File: config.mk
export PLATFORM = sky130hd
export DESIGN_NAME = uart_param_flat
export DESIGN_NICKNAME = d
export VERILOG_FILES = /design/src/rtl/uart_param_if.sv /design/src/rtl/uart_param.sv /design/src/flat_wrapper.sv
export SDC_FILE = /design/constraint.sdc
export NUM_CORES = 1
export LEC_CHECK = 0
export ABC_CLOCK_PERIOD_IN_PS = 6350
export CAP_MARGIN = 40
export CORE_MARGIN = 5
export CORE_UTILIZATION = 63
export DETAILED_ROUTE_END_ITERATION = 6
export PLACE_DENSITY = 0.89
export SYNTH_ARGS = -nofsm -noshare
export SYNTH_HDL_FRONTEND = slang
export SYNTH_SLANG_ARGS = --single-unit
File: constraint.sdc
create_clock -name i_clk -period 6.35 [get_ports i_clk]
set_input_delay 1.905 -clock i_clk [delete_from_list [all_inputs] [get_ports i_clk]]
set_output_delay 1.905 -clock i_clk [all_outputs]
set_load 0.01 [all_outputs]
File: src/rtl/uart_param_if.sv
// Bus-side handshake of uart_param: TX write port and RX result/status port.
// The rx_break member exists only when UART_BREAK_DETECT_EN is defined.
interface uart_param_if #(
  parameter int unsigned DATA_BITS = 8
);
  logic                 we;
  logic [DATA_BITS-1:0] tx_data;
  logic                 tx_busy;
  logic [DATA_BITS-1:0] rx_data;
  logic                 rx_valid;
  logic                 rx_busy;
  logic                 rx_error;
  logic                 rx_parity_err;
`ifdef UART_BREAK_DETECT_EN
  logic                 rx_break;
`endif

  modport master (
`ifdef UART_BREAK_DETECT_EN
    input  rx_break,
`endif
    output we, tx_data,
    input  tx_busy, rx_data, rx_valid, rx_busy, rx_error, rx_parity_err
  );

  modport slave (
`ifdef UART_BREAK_DETECT_EN
    output rx_break,
`endif
    input  we, tx_data,
    output tx_busy, rx_data, rx_valid, rx_busy, rx_error, rx_parity_err
  );
endinterface

File: src/rtl/uart_param.sv
// Parametrised full-duplex UART with independent TX/RX engines and error reporting.
// Optional break detection on RX is enabled by defining UART_BREAK_DETECT_EN.
module uart_param #(
  parameter int unsigned DATA_BITS  = 8,
  parameter int unsigned PARITY     = 0,
  parameter int unsigned STOP_BITS  = 1,
  parameter int unsigned OVERSAMPLE = 16
) (
  input  logic        i_clk,
  input  logic        i_reset,
  input  logic [15:0] i_prescale,
  output logic        o_tx,
  input  logic        i_rx,
  uart_param_if.slave bus
);

  localparam int unsigned    OsW      = $clog2(OVERSAMPLE);
  localparam logic [OsW-1:0] OsLast   = OsW'(OVERSAMPLE - 1);
  localparam logic [OsW-1:0] OsMid    = OsW'(OVERSAMPLE / 2 - 1);
  localparam logic [3:0]     DataLast = 4'(DATA_BITS - 1);
  localparam logic [3:0]     StopLast = 4'(STOP_BITS - 1);

  typedef enum logic [2:0] {StIdle, StStart, StData, StParity, StStop} state_e;

  logic [15:0] w_period_new;
  assign w_period_new = (i_prescale == 16'd0) ? 16'd1 : i_prescale;

  // ---------------- TX ----------------
  state_e               r_tx_state, w_tx_state;
  logic [15:0]          r_tx_pcnt, w_tx_pcnt, r_tx_period, w_tx_period;
  logic [OsW-1:0]       r_tx_os, w_tx_os;
  logic [3:0]           r_tx_bcnt, w_tx_bcnt;
  logic [DATA_BITS-1:0] r_tx_shift, w_tx_shift;
  logic                 r_tx_par, w_tx_par, r_tx, w_tx, r_tx_busy, w_tx_busy;
  logic                 w_tx_tick, w_tx_bit_end;

  assign w_tx_tick    = (r_tx_pcnt == r_tx_period - 16'd1);
  assign w_tx_bit_end = w_tx_tick && (r_tx_os == OsLast);

  always_ff @(posedge i_clk) begin
    if (i_reset) begin
      r_tx_state  <= StIdle;
      r_tx_pcnt   <= '0;
      r_tx_period <= 16'd1;
      r_tx_os     <= '0;
      r_tx_bcnt   <= '0;
      r_tx_shift  <= '0;
      r_tx_par    <= 1'b0;
      r_tx        <= 1'b1;
      r_tx_busy   <= 1'b0;
    end else begin
      r_tx_state  <= w_tx_state;
      r_tx_pcnt   <= w_tx_pcnt;
      r_tx_period <= w_tx_period;
      r_tx_os     <= w_tx_os;
      r_tx_bcnt   <= w_tx_bcnt;
      r_tx_shift  <= w_tx_shift;
      r_tx_par    <= w_tx_par;
      r_tx        <= w_tx;
      r_tx_busy   <= w_tx_busy;
    end
  end

  always_comb begin
    w_tx_state  = r_tx_state;
    w_tx_pcnt   = r_tx_pcnt + 16'd1;
    w_tx_period = r_tx_period;
    w_tx_os     = r_tx_os;
    w_tx_bcnt   = r_tx_bcnt;
    w_tx_shift  = r_tx_shift;
    w_tx_par    = r_tx_par;
    w_tx        = r_tx;
    w_tx_busy   = r_tx_busy;
    // New prescale value is only picked up at a wrap
    if (w_tx_tick) begin
      w_tx_pcnt   = '0;
      w_tx_period = w_period_new;
      w_tx_os     = (r_tx_os == OsLast) ? '0 : r_tx_os + OsW'(1);
    end
    unique case (r_tx_state)
      StIdle: begin
        w_tx = 1'b1;
        if (bus.we) begin
          w_tx_state  = StStart;
          w_tx_shift  = bus.tx_data;
          w_tx_par    = (PARITY == 1) ? ~^bus.tx_data : ^bus.tx_data;
          w_tx        = 1'b0;
          w_tx_busy   = 1'b1;
          w_tx_pcnt   = '0;
          w_tx_period = w_period_new;
          w_tx_os     = '0;
        end
      end
      StStart: begin
        if (w_tx_bit_end) begin
          w_tx_state = StData;
          w_tx       = r_tx_shift[0];
          w_tx_bcnt  = '0;
        end
      end
      StData: begin
        if (w_tx_bit_end) begin
          if (r_tx_bcnt == DataLast) begin
            w_tx_bcnt = '0;
            if (PARITY != 0) begin
              w_tx_state = StParity;
              w_tx       = r_tx_par;
            end else begin
              w_tx_state = StStop;
              w_tx       = 1'b1;
            end
          end else begin
            w_tx_shift = r_tx_shift >> 1;
            w_tx       = r_tx_shift[1];
            w_tx_bcnt  = r_tx_bcnt + 4'd1;
          end
        end
      end
      StParity: begin
        if (w_tx_bit_end) begin
          w_tx_state = StStop;
          w_tx       = 1'b1;
          w_tx_bcnt  = '0;
        end
      end
      StStop: begin
        if (w_tx_bit_end) begin
          if (r_tx_bcnt == StopLast) begin
            w_tx_state = StIdle;
            w_tx_busy  = 1'b0;
          end else begin
            w_tx_bcnt = r_tx_bcnt + 4'd1;
          end
        end
      end
      default: w_tx_state = StIdle;
    endcase
  end

  // ---------------- RX ----------------
  state_e               r_rx_state, w_rx_state;
  logic [15:0]          r_rx_pcnt, w_rx_pcnt, r_rx_period, w_rx_period;
  logic [OsW-1:0]       r_rx_os, w_rx_os;
  logic [3:0]           r_rx_bcnt, w_rx_bcnt;
  logic [DATA_BITS-1:0] r_rx_shift, w_rx_shift, r_rx_data, w_rx_data;
  logic                 r_rx_s1, r_rx_s2, r_rx_armed, w_rx_armed;
  logic                 r_rx_par, w_rx_par, r_rx_valid, w_rx_valid, r_rx_busy, w_rx_busy;
  logic                 r_rx_err, w_rx_err, r_rx_perr, w_rx_perr_o;
  logic                 w_rx_tick, w_rx_mid, w_rx_par_x, w_rx_perr;
`ifdef UART_BREAK_DETECT_EN
  logic                 r_rx_break, w_rx_break, w_rx_brk;
  assign w_rx_brk = (r_rx_shift == '0) && !r_rx_par && !r_rx_s2;
`endif

  assign w_rx_tick  = (r_rx_pcnt == r_rx_period - 16'd1);
  assign w_rx_mid   = w_rx_tick && (r_rx_os == OsMid);
  assign w_rx_par_x = ^{r_rx_shift, r_rx_par};
  assign w_rx_perr  = (PARITY == 1) ? ~w_rx_par_x : (PARITY == 2) ? w_rx_par_x : 1'b0;

  always_ff @(posedge i_clk) begin
    if (i_reset) begin
      // Sync flops clear low so a line held low through reset cannot fake a start
      r_rx_s1     <= 1'b0;
      r_rx_s2     <= 1'b0;
      r_rx_armed  <= 1'b0;
      r_rx_state  <= StIdle;
      r_rx_pcnt   <= '0;
      r_rx_period <= 16'd1;
      r_rx_os     <= '0;
      r_rx_bcnt   <= '0;
      r_rx_shift  <= '0;
      r_rx_par    <= 1'b0;
      r_rx_data   <= '0;
      r_rx_valid  <= 1'b0;
      r_rx_busy   <= 1'b0;
      r_rx_err    <= 1'b0;
      r_rx_perr   <= 1'b0;
`ifdef UART_BREAK_DETECT_EN
      r_rx_break  <= 1'b0;
`endif
    end else begin
      r_rx_s1     <= i_rx;
      r_rx_s2     <= r_rx_s1;
      r_rx_armed  <= w_rx_armed;
      r_rx_state  <= w_rx_state;
      r_rx_pcnt   <= w_rx_pcnt;
      r_rx_period <= w_rx_period;
      r_rx_os     <= w_rx_os;
      r_rx_bcnt   <= w_rx_bcnt;
      r_rx_shift  <= w_rx_shift;
      r_rx_par    <= w_rx_par;
      r_rx_data   <= w_rx_data;
      r_rx_valid  <= w_rx_valid;
      r_rx_busy   <= w_rx_busy;
      r_rx_err    <= w_rx_err;
      r_rx_perr   <= w_rx_perr_o;
`ifdef UART_BREAK_DETECT_EN
      r_rx_break  <= w_rx_break;
`endif
    end
  end

  always_comb begin
    w_rx_state  = r_rx_state;
    w_rx_armed  = r_rx_armed;
    w_rx_pcnt   = r_rx_pcnt + 16'd1;
    w_rx_period = r_rx_period;
    w_rx_os     = r_rx_os;
    w_rx_bcnt   = r_rx_bcnt;
    w_rx_shift  = r_rx_shift;
    w_rx_par    = r_rx_par;
    w_rx_data   = r_rx_data;
    w_rx_valid  = 1'b0;
    w_rx_busy   = r_rx_busy;
    w_rx_err    = r_rx_err;
    w_rx_perr_o = r_rx_perr;
`ifdef UART_BREAK_DETECT_EN
    w_rx_break  = 1'b0;
`endif
    if (w_rx_tick) begin
      w_rx_pcnt   = '0;
      w_rx_period = w_period_new;
      w_rx_os     = (r_rx_os == OsLast) ? '0 : r_rx_os + OsW'(1);
    end
    unique case (r_rx_state)
      StIdle: begin
        // Armed only once the line has been seen high; a start is a low after that
        if (!r_rx_armed) begin
          w_rx_armed = r_rx_s2;
        end else if (!r_rx_s2) begin
          w_rx_state  = StStart;
          w_rx_armed  = 1'b0;
          w_rx_busy   = 1'b1;
          w_rx_pcnt   = '0;
          w_rx_period = w_period_new;
          w_rx_os     = '0;
        end
      end
      StStart: begin
        if (w_rx_mid) begin
          if (r_rx_s2) begin
            w_rx_state = StIdle;
            w_rx_busy  = 1'b0;
          end else begin
            w_rx_state = StData;
            w_rx_bcnt  = '0;
          end
        end
      end
      StData: begin
        if (w_rx_mid) begin
          w_rx_shift = {r_rx_s2, r_rx_shift[DATA_BITS-1:1]};
          if (r_rx_bcnt == DataLast) begin
            w_rx_state = (PARITY != 0) ? StParity : StStop;
          end else begin
            w_rx_bcnt = r_rx_bcnt + 4'd1;
          end
        end
      end
      StParity: begin
        if (w_rx_mid) begin
          w_rx_par   = r_rx_s2;
          w_rx_state = StStop;
        end
      end
      StStop: begin
        if (w_rx_mid) begin
          w_rx_state  = StIdle;
          w_rx_valid  = 1'b1;
          w_rx_busy   = 1'b0;
          w_rx_data   = r_rx_shift;
          w_rx_err    = ~r_rx_s2 | w_rx_perr;
          w_rx_perr_o = w_rx_perr;
`ifdef UART_BREAK_DETECT_EN
          w_rx_break  = w_rx_brk;
          if (w_rx_brk) w_rx_err = 1'b1;
`endif
        end
      end
      default: w_rx_state = StIdle;
    endcase
  end

  assign o_tx              = r_tx;
  assign bus.tx_busy       = r_tx_busy;
  assign bus.rx_data       = r_rx_data;
  assign bus.rx_valid      = r_rx_valid;
  assign bus.rx_busy       = r_rx_busy;
  assign bus.rx_error      = r_rx_err;
  assign bus.rx_parity_err = r_rx_perr;
`ifdef UART_BREAK_DETECT_EN
  assign bus.rx_break      = r_rx_break;
`endif

endmodule

File: src/flat_wrapper.sv
// flat-port wrapper written by rule: the top's interface ports become plain ports
module uart_param_flat 
#(
  parameter int unsigned DATA_BITS  = 8,
  parameter int unsigned PARITY     = 0,
  parameter int unsigned STOP_BITS  = 1,
  parameter int unsigned OVERSAMPLE = 16
)
  (i_clk, i_reset, i_prescale, o_tx, i_rx, bus_we, bus_tx_data, bus_tx_busy, bus_rx_data, bus_rx_valid, bus_rx_busy, bus_rx_error, bus_rx_parity_err);
  uart_param_if #(.DATA_BITS(DATA_BITS)) bus_i ();
  input  logic i_clk;
  input  logic i_reset;
  input  logic [15:0] i_prescale;
  output logic o_tx;
  input  logic i_rx;
  input wire logic [$bits(bus_i.we)-1:0] bus_we;
  input wire logic [$bits(bus_i.tx_data)-1:0] bus_tx_data;
  output wire logic [$bits(bus_i.tx_busy)-1:0] bus_tx_busy;
  output wire logic [$bits(bus_i.rx_data)-1:0] bus_rx_data;
  output wire logic [$bits(bus_i.rx_valid)-1:0] bus_rx_valid;
  output wire logic [$bits(bus_i.rx_busy)-1:0] bus_rx_busy;
  output wire logic [$bits(bus_i.rx_error)-1:0] bus_rx_error;
  output wire logic [$bits(bus_i.rx_parity_err)-1:0] bus_rx_parity_err;
  assign bus_i.we = bus_we;
  assign bus_i.tx_data = bus_tx_data;
  assign bus_tx_busy = bus_i.tx_busy;
  assign bus_rx_data = bus_i.rx_data;
  assign bus_rx_valid = bus_i.rx_valid;
  assign bus_rx_busy = bus_i.rx_busy;
  assign bus_rx_error = bus_i.rx_error;
  assign bus_rx_parity_err = bus_i.rx_parity_err;
  uart_param #(.DATA_BITS(DATA_BITS), .PARITY(PARITY), .STOP_BITS(STOP_BITS), .OVERSAMPLE(OVERSAMPLE)) u_core (.i_clk(i_clk), .i_reset(i_reset), .i_prescale(i_prescale), .o_tx(o_tx), .i_rx(i_rx), .bus(bus_i));
endmodule
==> results of run 1 <==
==> layout make-up <==
cell class	instances	share of cell area, %
clock buffer	19	5.79
clock inverter	13	1.95
inverter	18	0.885
multi-input combinational	602	51.8
sequential	118	31.0
tap	136	2.23
timing repair buffer	49	6.41
==> state kept, by name, summed over array words and instances (netlist names) <==
| signal | count |
|---|---|
| u_core.r_rx_pcnt | 16 |
| u_core.r_rx_period | 16 |
| u_core.r_tx_pcnt | 16 |
| u_core.r_tx_period | 16 |
| u_core.bus.rx_data | 8 |
| u_core.r_rx_shift | 8 |
| u_core.r_tx_shift | 8 |
| u_core.r_rx_bcnt | 4 |
| u_core.r_rx_os | 4 |
| u_core.r_tx_bcnt | 4 |
| u_core.r_tx_os | 4 |
| u_core.r_rx_state | 3 |
| u_core.r_tx_state | 3 |
| u_core.bus.rx_busy | 1 |
| u_core.bus.rx_error | 1 |
| u_core.bus.rx_valid | 1 |
| u_core.bus.tx_busy | 1 |
| u_core.o_tx | 1 |
| u_core.r_rx_armed | 1 |
| u_core.r_rx_s1 | 1 |
| u_core.r_rx_s2 | 1 |
==> metrics by stage <==
| step | hold WS [ps] | util, % |
|---|---|---|
| finish | 460 | 74.3 |
| global route | 468 | 74.3 |
| CTS | 460 | 74.3 |
| detailed placement | 440 | 68.5 |
| global placement | 421 | 67.9 |
| floorplan | 414 | - |
==> critical path: cells and delay by family, from the launching register on <==
family	cells	cell delay (ps)
and+or+nand+nor	5	2360
DFF	1	360
adders and majority gates	1	250
buffers and inverters	1	80
AOI/OAI and AO/OA	2	520
==> power by group through the flow <==
stage / logic [mW] / clock network (mW) / registers [mW]
after CTS: 0.893 / 0.951 / 0.954
after global placement: 0.812 / 0 / 0.962
after detailed placement: 0.879 / 0 / 0.968
after global routing: 0.990 / 0.991 / 0.970
final: 0.906 / 0.944 / 0.959
after floorplan: 0.718 / 0 / 0.917
==> metal layers <==
metal	part of all wire (%)	GRT usage, %	wire, um
met1	40	31.7	6660
met5	0	0	0
met2	51	47.2	8450
met3	5.9	5.50	970
met4	2.6	9.86	437
==> cell usage after synthesis (all sizes together) (3+ instances only) <==
cell type / count
nand2b: 4
nor2b: 10
o21ai: 12
nand3: 51
a311oi: 3
nand4b: 8
a211oi: 8
or3: 9
nor4: 23
and3: 10
o211ai: 7
o2111ai: 8
o22ai: 5
nor2: 73
nor4b: 6
xnor2: 27
nor3: 21
mux2i: 44
nand4: 6
nand3b: 5
xor2: 38
o31ai: 9
or4: 7
clkbuf: 33
dfxtp: 118
a21oi: 29
buf: 15
ha: 9
a31o: 16
inv: 18
nand2: 96
a32o: 3
a31oi: 16
nor3b: 4
==> cells by family after synthesis <==
kind of cell | count (synthesis) | synth area share [%]
other | 1 | 0.0569
and+or+nand+nor | 342 | 27.0
muxes | 46 | 7.02
AOI/OAI and AO/OA | 137 | 14.7
adders and majority gates | 9 | 1.71
DFF | 118 | 35.8
buffers and inverters | 66 | 4.33
xor gates and xnor gates | 67 | 9.32
==> final timing paths <==
path                               from  depth (start not counted)               endpoint  slack [ps]
hold / removal    u_core.bus.rx_data[7]                          2  u_core.bus.rx_data[7]         460
setup / recovery  u_core.r_tx_period[0]                          9   u_core.r_tx_pcnt[10]        2650
setup reg to reg  u_core.r_tx_period[0]                          9   u_core.r_tx_pcnt[10]        2650
hold reg to reg   u_core.bus.rx_data[7]                          2  u_core.bus.rx_data[7]         460
==> metrics, run 1 <==
Hold WC Path Type=reg2reg; relative slew slack=35.1%; Horiz. Die Dim=~110 um; Mapped Avg Cell Area=8.38 um2; sw power=~1 mW; DP HPWL=11300 um; EDFF count, synth=0; CTS Buffer Depth=2; total length of routed wires=16500 um; clock share of power=33.6%; # rows=37; Tot Pwr=2.81 mW; CORE AREA=10300 um2; Worst Tran Pin Value=approximately 970 ps; min Tclk post-route=3700 ps; Area growth syn-to-layout=15.8%; internal power=~1.8 mW; largest net degree at the start of global routing=between 50 and 60; top cells by area, synth=dfxtp_1 36%, mux2i_1 6.7%, nand2_1 5.5%; port buffer count=40; Cells after Synth=~800; worst clock skew=7.01 ps; Sink Count=between 100 and 150; area of placed instances=7040 um2; Slew Viols, Final=0; final hold violation count=0; Non-Filler Instances=around 960; Post-Synthesis Cell Area=6590 um2; ant diodes=0; Root Buffer=clkbuf_8; Die Y=112 um; Seq pwr share=between 30 and 40%; DR DRC count=2; register area share after synthesis=35.8%; VDD IR-drop max=0.261 mV; maximum fanout along the worst path=22; Final Cycle Share=58.3%; max-cap violations=0; Total Nets Final=843; layout cell share with drive strength beyond 1=8.91%; CTS tree=done; Register Area=roughly 2400 um2; crit path DAT=4090 ps; post-route setup slack=about 2600 ps; pwr/cell area=about 370 nW/um2; YS warnings=0; FF+latch count, synth=between 100 and 150; critical-path cell list=inv_1, ha_1, or4b_1, nor4_2, o211ai_1, a221oi_2, nand4b_1, nand2_1, nor2_1; critical path class=reg2reg; crit path capture type=register; Netlist cell types=76; share of the synthesized area in the top cell type=35.8%; Critical-path top delay cell=nand2_1; hold-fix buffers at CTS=0; Detail Route Antenna Nets=0; via count=approximately 6100; Layout fillers=~760; RSZ-0062 raised after global routing=no; H-tree depth=4; Post-Syn Nets=823; CTS buffer count=17; CP Launch Type=register; Top Ports=42; area leader, netlist=dfxtp_1; clock slew at reported path FFs=around 60 ps; status=complete, but fails checks; first-pass GRT wire length=28200 um; all-layer global routing usage=between 20% and 30%; leakage power=2.98 nW; fmax=roughly 270 MHz; GPL Wtd Cong=0.921; commonest non-fill, non-tap cell in the layout=dfxtp_1; CP max stage delay=720 ps; Critical Path RT=6730 ps; Post-CTS Setup Bufs=0; failing checks=design-rule violations; initial antenna violation count=0; Detailed Routing Iterations Pass 1=7; sw frac=36.4%; vias per cell=around 6.4; TNS Setup=0 ps; pre-CTS setup slack=2250 ps; Synth Flop Type=dfxtp_1; post-CTS resize count=0; Final setup violation count=0; Skew-Pair Late Insertion Delay=520 ps; Die ar.=12600 um2; post-synthesis async set-or-reset flop share=0%; most frequent cells in the layout=118 x dfxtp_1, 96 x nand2_1, 73 x nor2_1, 51 x nand3_1, 44 x mux2i_1; area of the multi-input gates=~4000 um2; Avg WL per Cell=17.3 um; combinational power share=32.3%; Initial Util=64.1%; vias in the first global route=slightly below 6000; grt total ovfl=0; Initial DRC Count=619; Post-Place Cells=923; design area=7630 um2
Power figures use the tool's default switching activity.
==> run 2, diff against run 1 <==
--- a/config.mk
+++ b/config.mk
@@ -5,12 +5,12 @@
 export SDC_FILE = /design/constraint.sdc
 export NUM_CORES = 1
 export LEC_CHECK = 0
-export ABC_CLOCK_PERIOD_IN_PS = 6350
+export ABC_CLOCK_PERIOD_IN_PS = 3700
 export CAP_MARGIN = 40
 export CORE_MARGIN = 5
-export CORE_UTILIZATION = 63
+export CORE_UTILIZATION = 60
 export DETAILED_ROUTE_END_ITERATION = 6
-export PLACE_DENSITY = 0.89
+export PLACE_DENSITY = 0.86
 export SYNTH_ARGS = -nofsm -noshare
 export SYNTH_HDL_FRONTEND = slang
 export SYNTH_SLANG_ARGS = --single-unit
==> constraint.sdc (replaced) <==
create_clock -name i_clk -period 3.7 [get_ports i_clk]
set_input_delay 1.11 -clock i_clk [delete_from_list [all_inputs] [get_ports i_clk]]
set_output_delay 1.11 -clock i_clk [all_outputs]
set_load 0.01 [all_outputs]
==> run 2 against run 1 <==
Effect of this change:
- the flow now finishes without violations
- die area increased by 4.5%
- worst hold slack about the same
- utilization decreased by 3.4 points
- final cell count increased by 0.94%
- first-iteration DRC count increased by 25%
- via count decreased by 3.0%
- non-clock buffer count increased by 5
- sequential power increased by 71%
- register-to-register slack got worse by 2200 ps
- critical path depth decreased by 2
- clock power increased by 72%
- flip-flop and latch count unchanged
==> metrics, run 2 (same netlist as run 1, synthesis figures left out) <==
Die Y=115 um; initial antenna violation count=0; critical-path cell list=nor4_2, nand2_1, o31ai_1, nor3b_1, and4b_1, nand3_1, mux2i_1; crit path DAT=roughly 3700 ps; Skew-Pair Late Insertion Delay=550 ps; fmax=roughly 310 MHz; Avg WL per Cell=16.6 um; Detailed Routing Iterations Pass 1=7; critical path class=reg2reg; Horiz. Die Dim=115 um; RSZ-0062 raised after global routing=no; via count=5942; grt total ovfl=0; CTS buffer count=17; Hold WC Path Type=reg2reg; Initial DRC Count=772; first-pass GRT wire length=26700 um; flop2flop setup slack=430 ps; most frequent cells in the layout=118 x dfxtp_1, 96 x nand2_1, 73 x nor2_1, 51 x nand3_1, 44 x mux2i_1; CORE AREA=10800 um2; Final Cycle Share=88.4%; Die ar.=roughly 13000 um2; max-cap violations=0; TNS Setup=0 ps; relative slew slack=47.0%; pwr/cell area=626 nW/um2; DR DRC count=0; crit path capture type=register; status=complete, no violations; vias per cell=6.16; Initial Util=~60%; pre-CTS setup slack=501 ps; Post-CTS Setup Bufs=0; DP HPWL=11200 um; hold-fix buffers at CTS=0; post-CTS resize count=0; vias in the first global route=5686; all-layer global routing usage=24.9%; layout cell share with drive strength beyond 1=9.47%; CP Launch Type=register; GPL Wtd Cong=approximately 0.94; CP max stage delay=~540 ps; Root Buffer=clkbuf_8; Layout fillers=825; post-route setup slack=429 ps; Sink Count=118; Critical-path top delay cell=and4b_1; Slew Viols, Final=0; final hold slack=460 ps; clock slew at reported path FFs=60 ps; Total Nets Final=approximately 850; Area growth syn-to-layout=16.1%; total length of routed wires=about 16000 um; maximum fanout along the worst path=12; Top Ports=42; min Tclk post-route=3270 ps; H-tree depth=4; port buffer count=40; # rows=38; CTS Buffer Depth=2; Detail Route Antenna Nets=0; worst clock skew=6.97 ps; Critical Path RT=4160 ps; final hold violation count=0; largest net degree at the start of global routing=50; CTS tree=done; final core utilization=70.9%; VDD IR-drop max=0.428 mV; leakage power=3.00 nW; ant diodes=0; Final setup violation count=0; commonest non-fill, non-tap cell in the layout=dfxtp_1; Worst Tran Pin Value=just under 800 ps
-- run 2: cell types whose count changed in the layout (fill, tap and decap cells not counted), sizes merged --
cell    previous run  this run
clkinv             7         8
buf                9        14
clkbuf            19        18
-- run 2: layout make-up --
class | count | area, um2 | share of cell area, %
Inverter | 18 | 67.6 | 0.883
Tap cell | 140 | 175 | 2.29
Clock buffer | 18 | 428 | 5.59
Clock inverter | 14 | 151 | 1.98
Sequential cell | 118 | 2360 | 30.9
Timing Repair Buffer | 54 | 513 | 6.71
Multi-Input combinational cell | 602 | 3950 | 51.7
-- run 2: worst paths after layout --
kind	start	to	cells after the start
min	u_core.bus.rx_data[7]	u_core.bus.rx_data[7]	2
min reg2reg	u_core.bus.rx_data[7]	u_core.bus.rx_data[7]	2
max	u_core.r_rx_period[3]	u_core.r_rx_shift[2]	7
max reg2reg	u_core.r_rx_period[3]	u_core.r_rx_shift[2]	7
-- run 2: metal layers --
metal	wire (um)	global-route usage, %
met1	6900	30.4
met2	8060	41.4
met3	609	6.00
met4	466	12.1
met5	0	0
-- run 2: power breakdown --
part / total [mW] / switching (mW) / internal (mW)
sequential: 1.64 / 0.224 / 1.42
combinational: 1.53 / 0.884 / 0.647
clock: 1.62 / 0.636 / 0.980
-- run 2: critical path, delay by kind of cell (launching register included) --
family	cells	cell delay (ps)
muxes	1	310
DFF	1	370
and+or+nand+nor	5	2140
AOI/OAI and AO/OA	1	360
-- run 2: through the flow --
| step | power (mW) | std cells | area (um2) |
|---|---|---|---|
| floorplan | 2.81 | 786 | 6590 |
| global placement | 3.07 | 929 | 7040 |
| detailed placement | 3.17 | 931 | 7060 |
| CTS | 4.78 | 963 | 7640 |
| global route | 5.04 | 964 | 7650 |
| finish | 4.79 | 964 | 7650 |
==> run 3, diff against run 2 <==
--- a/config.mk
+++ b/config.mk
@@ -8,9 +8,10 @@
 export ABC_CLOCK_PERIOD_IN_PS = 3700
 export CAP_MARGIN = 40
 export CORE_MARGIN = 5
-export CORE_UTILIZATION = 60
+export CORE_UTILIZATION = 63
 export DETAILED_ROUTE_END_ITERATION = 6
-export PLACE_DENSITY = 0.86
+export DONT_BUFFER_PORTS = 1
+export PLACE_DENSITY = 0.77
 export SYNTH_ARGS = -nofsm -noshare
 export SYNTH_HDL_FRONTEND = slang
 export SYNTH_SLANG_ARGS = --single-unit
==> run 3 against run 2 <==
Effect of this change:
- the run now ends with design-rule violations left
- register-to-register slack about the same
- flip-flop and latch count unchanged
- clock power up 3%
- combinational power down 4%
- clock-buffer cell count up 1
- clock skew up 0.80 ps
- worst hold slack worse by 10 ps
- die area down 4.4%
- utilization down 0.33 points
- highest routed layer unchanged
- final cell count down 4.9%
- sequential share of layout area up 1.7 points
==> metrics, run 3 (same netlist as run 1, synthesis figures left out) <==
DP HPWL=10800 um; crit path capture type=register; pwr/cell area=661 nW/um2; via count=around 5700; largest net degree at the start of global routing=45; Root Buffer=clkbuf_8; Skew-Pair Late Insertion Delay=approximately 520 ps; worst clock skew=7.77 ps; initial antenna violation count=0; first-pass GRT wire length=approximately 26000 um; Layout fillers=823; final hold slack=approximately 450 ps; critical path class=reg2reg; Die ar.=12600 um2; Die Y=112 um; Final setup violation count=0; Critical Path RT=4130 ps; pre-CTS setup slack=518 ps; Slew Viols, Final=0; most frequent cells in the layout=118 x dfxtp_1, 96 x nand2_1, 73 x nor2_1, 51 x nand3_1, 44 x mux2i_1; Avg WL per Cell=~17 um; post-route setup slack=431 ps; clock slew at reported path FFs=60 ps; Horiz. Die Dim=between 100 and 150 um; critical-path cell list=inv_1, ha_1, nor3b_1, a21oi_1, nand4b_1, nor4_1, and4b_1, nand3_1, mux2i_1; TNS Setup=0 ps; post-CTS resize count=0; area of placed instances=6650 um2; ant diodes=0; Area growth syn-to-layout=10.0%; Detail Route Antenna Nets=0; failing checks=design-rule violations; Sink Count=118; CP Launch Type=register; # rows=37; vias per cell=around 6.2; port buffer count=0; crit path DAT=roughly 3700 ps; Worst Tran Pin Value=841 ps; Top Ports=42; Non-Filler Instances=slightly above 900; fmax=306 MHz; status=complete, but fails checks; Detailed Routing Iterations Pass 1=7; RSZ-0062 raised after global routing=no; final core utilization=70.5%; Critical path buffers and inverters=1; Critical-path top delay cell=and4b_1; relative slew slack=approximately 43%; VDD IR-drop max=between 0.5 and 0.6 mV; commonest non-fill, non-tap cell in the layout=dfxtp_1; Post-CTS Setup Bufs=0; design area=7250 um2; Initial Util=64.1%; grt total ovfl=0; Final Cycle Share=88.3%; DR DRC count=3; CORE AREA=10300 um2; Initial DRC Count=519; max-cap violations=0; Post-Place Cells=886; CP max stage delay=between 500 and 600 ps; CTS buffer count=17; H-tree depth=4; maximum fanout along the worst path=12; Total Nets Final=approximately 810; total length of routed wires=15300 um; min Tclk post-route=3270 ps; vias in the first global route=5464; hold-fix buffers at CTS=0; CTS tree=done; layout cell share with drive strength beyond 1=around a tenth; GPL Wtd Cong=0.927; Hold WC Path Type=reg2reg; all-layer global routing usage=24.5%; Crit path max-delay family=simple AND/OR/NAND/NOR gates; Tot Pwr=4.79 mW; CTS Buffer Depth=2; leakage power=2.84 nW; final hold violation count=0
[run 3: final timing paths]
check                             start                    to  slack (ps)  depth (start not counted)
setup / recovery  u_core.r_rx_period[0]  u_core.r_rx_shift[4]         430                          9
hold / removal           u_core.r_rx_s1        u_core.r_rx_s2         450                          1
setup reg to reg  u_core.r_rx_period[0]  u_core.r_rx_shift[4]         430                          9
hold reg to reg          u_core.r_rx_s1        u_core.r_rx_s2         450                          1
[run 3: where the power goes]
part           total, mW  switching, mW  internal [mW]
Sequential          1.65          0.228           1.42
Clock               1.67          0.581           1.09
Combinational       1.47          0.862          0.609
Total               4.79           1.67           3.12
[run 3: final cells by class]
class	count	area, um2	share of cell area (%)
Tap cell	136	170	2.35
Multi-Input combinational cell	602	3950	54.5
Clock inverter	12	179	2.47
Clock buffer	19	422	5.82
Sequential cell	118	2360	32.6
Inverter	18	67.6	0.932
Timing Repair Buffer	12	97.6	1.35
[run 3: per-layer routing]
metal	wire, um	global-route usage [%]	up-vias	share of wire, %
li1	-	-	2822	-
met1	6600	30.1	2676	43
met2	7570	41.8	174	49
met3	756	6.15	35	4.9
met4	406	8.65	0	2.6
met5	0	0	-	0
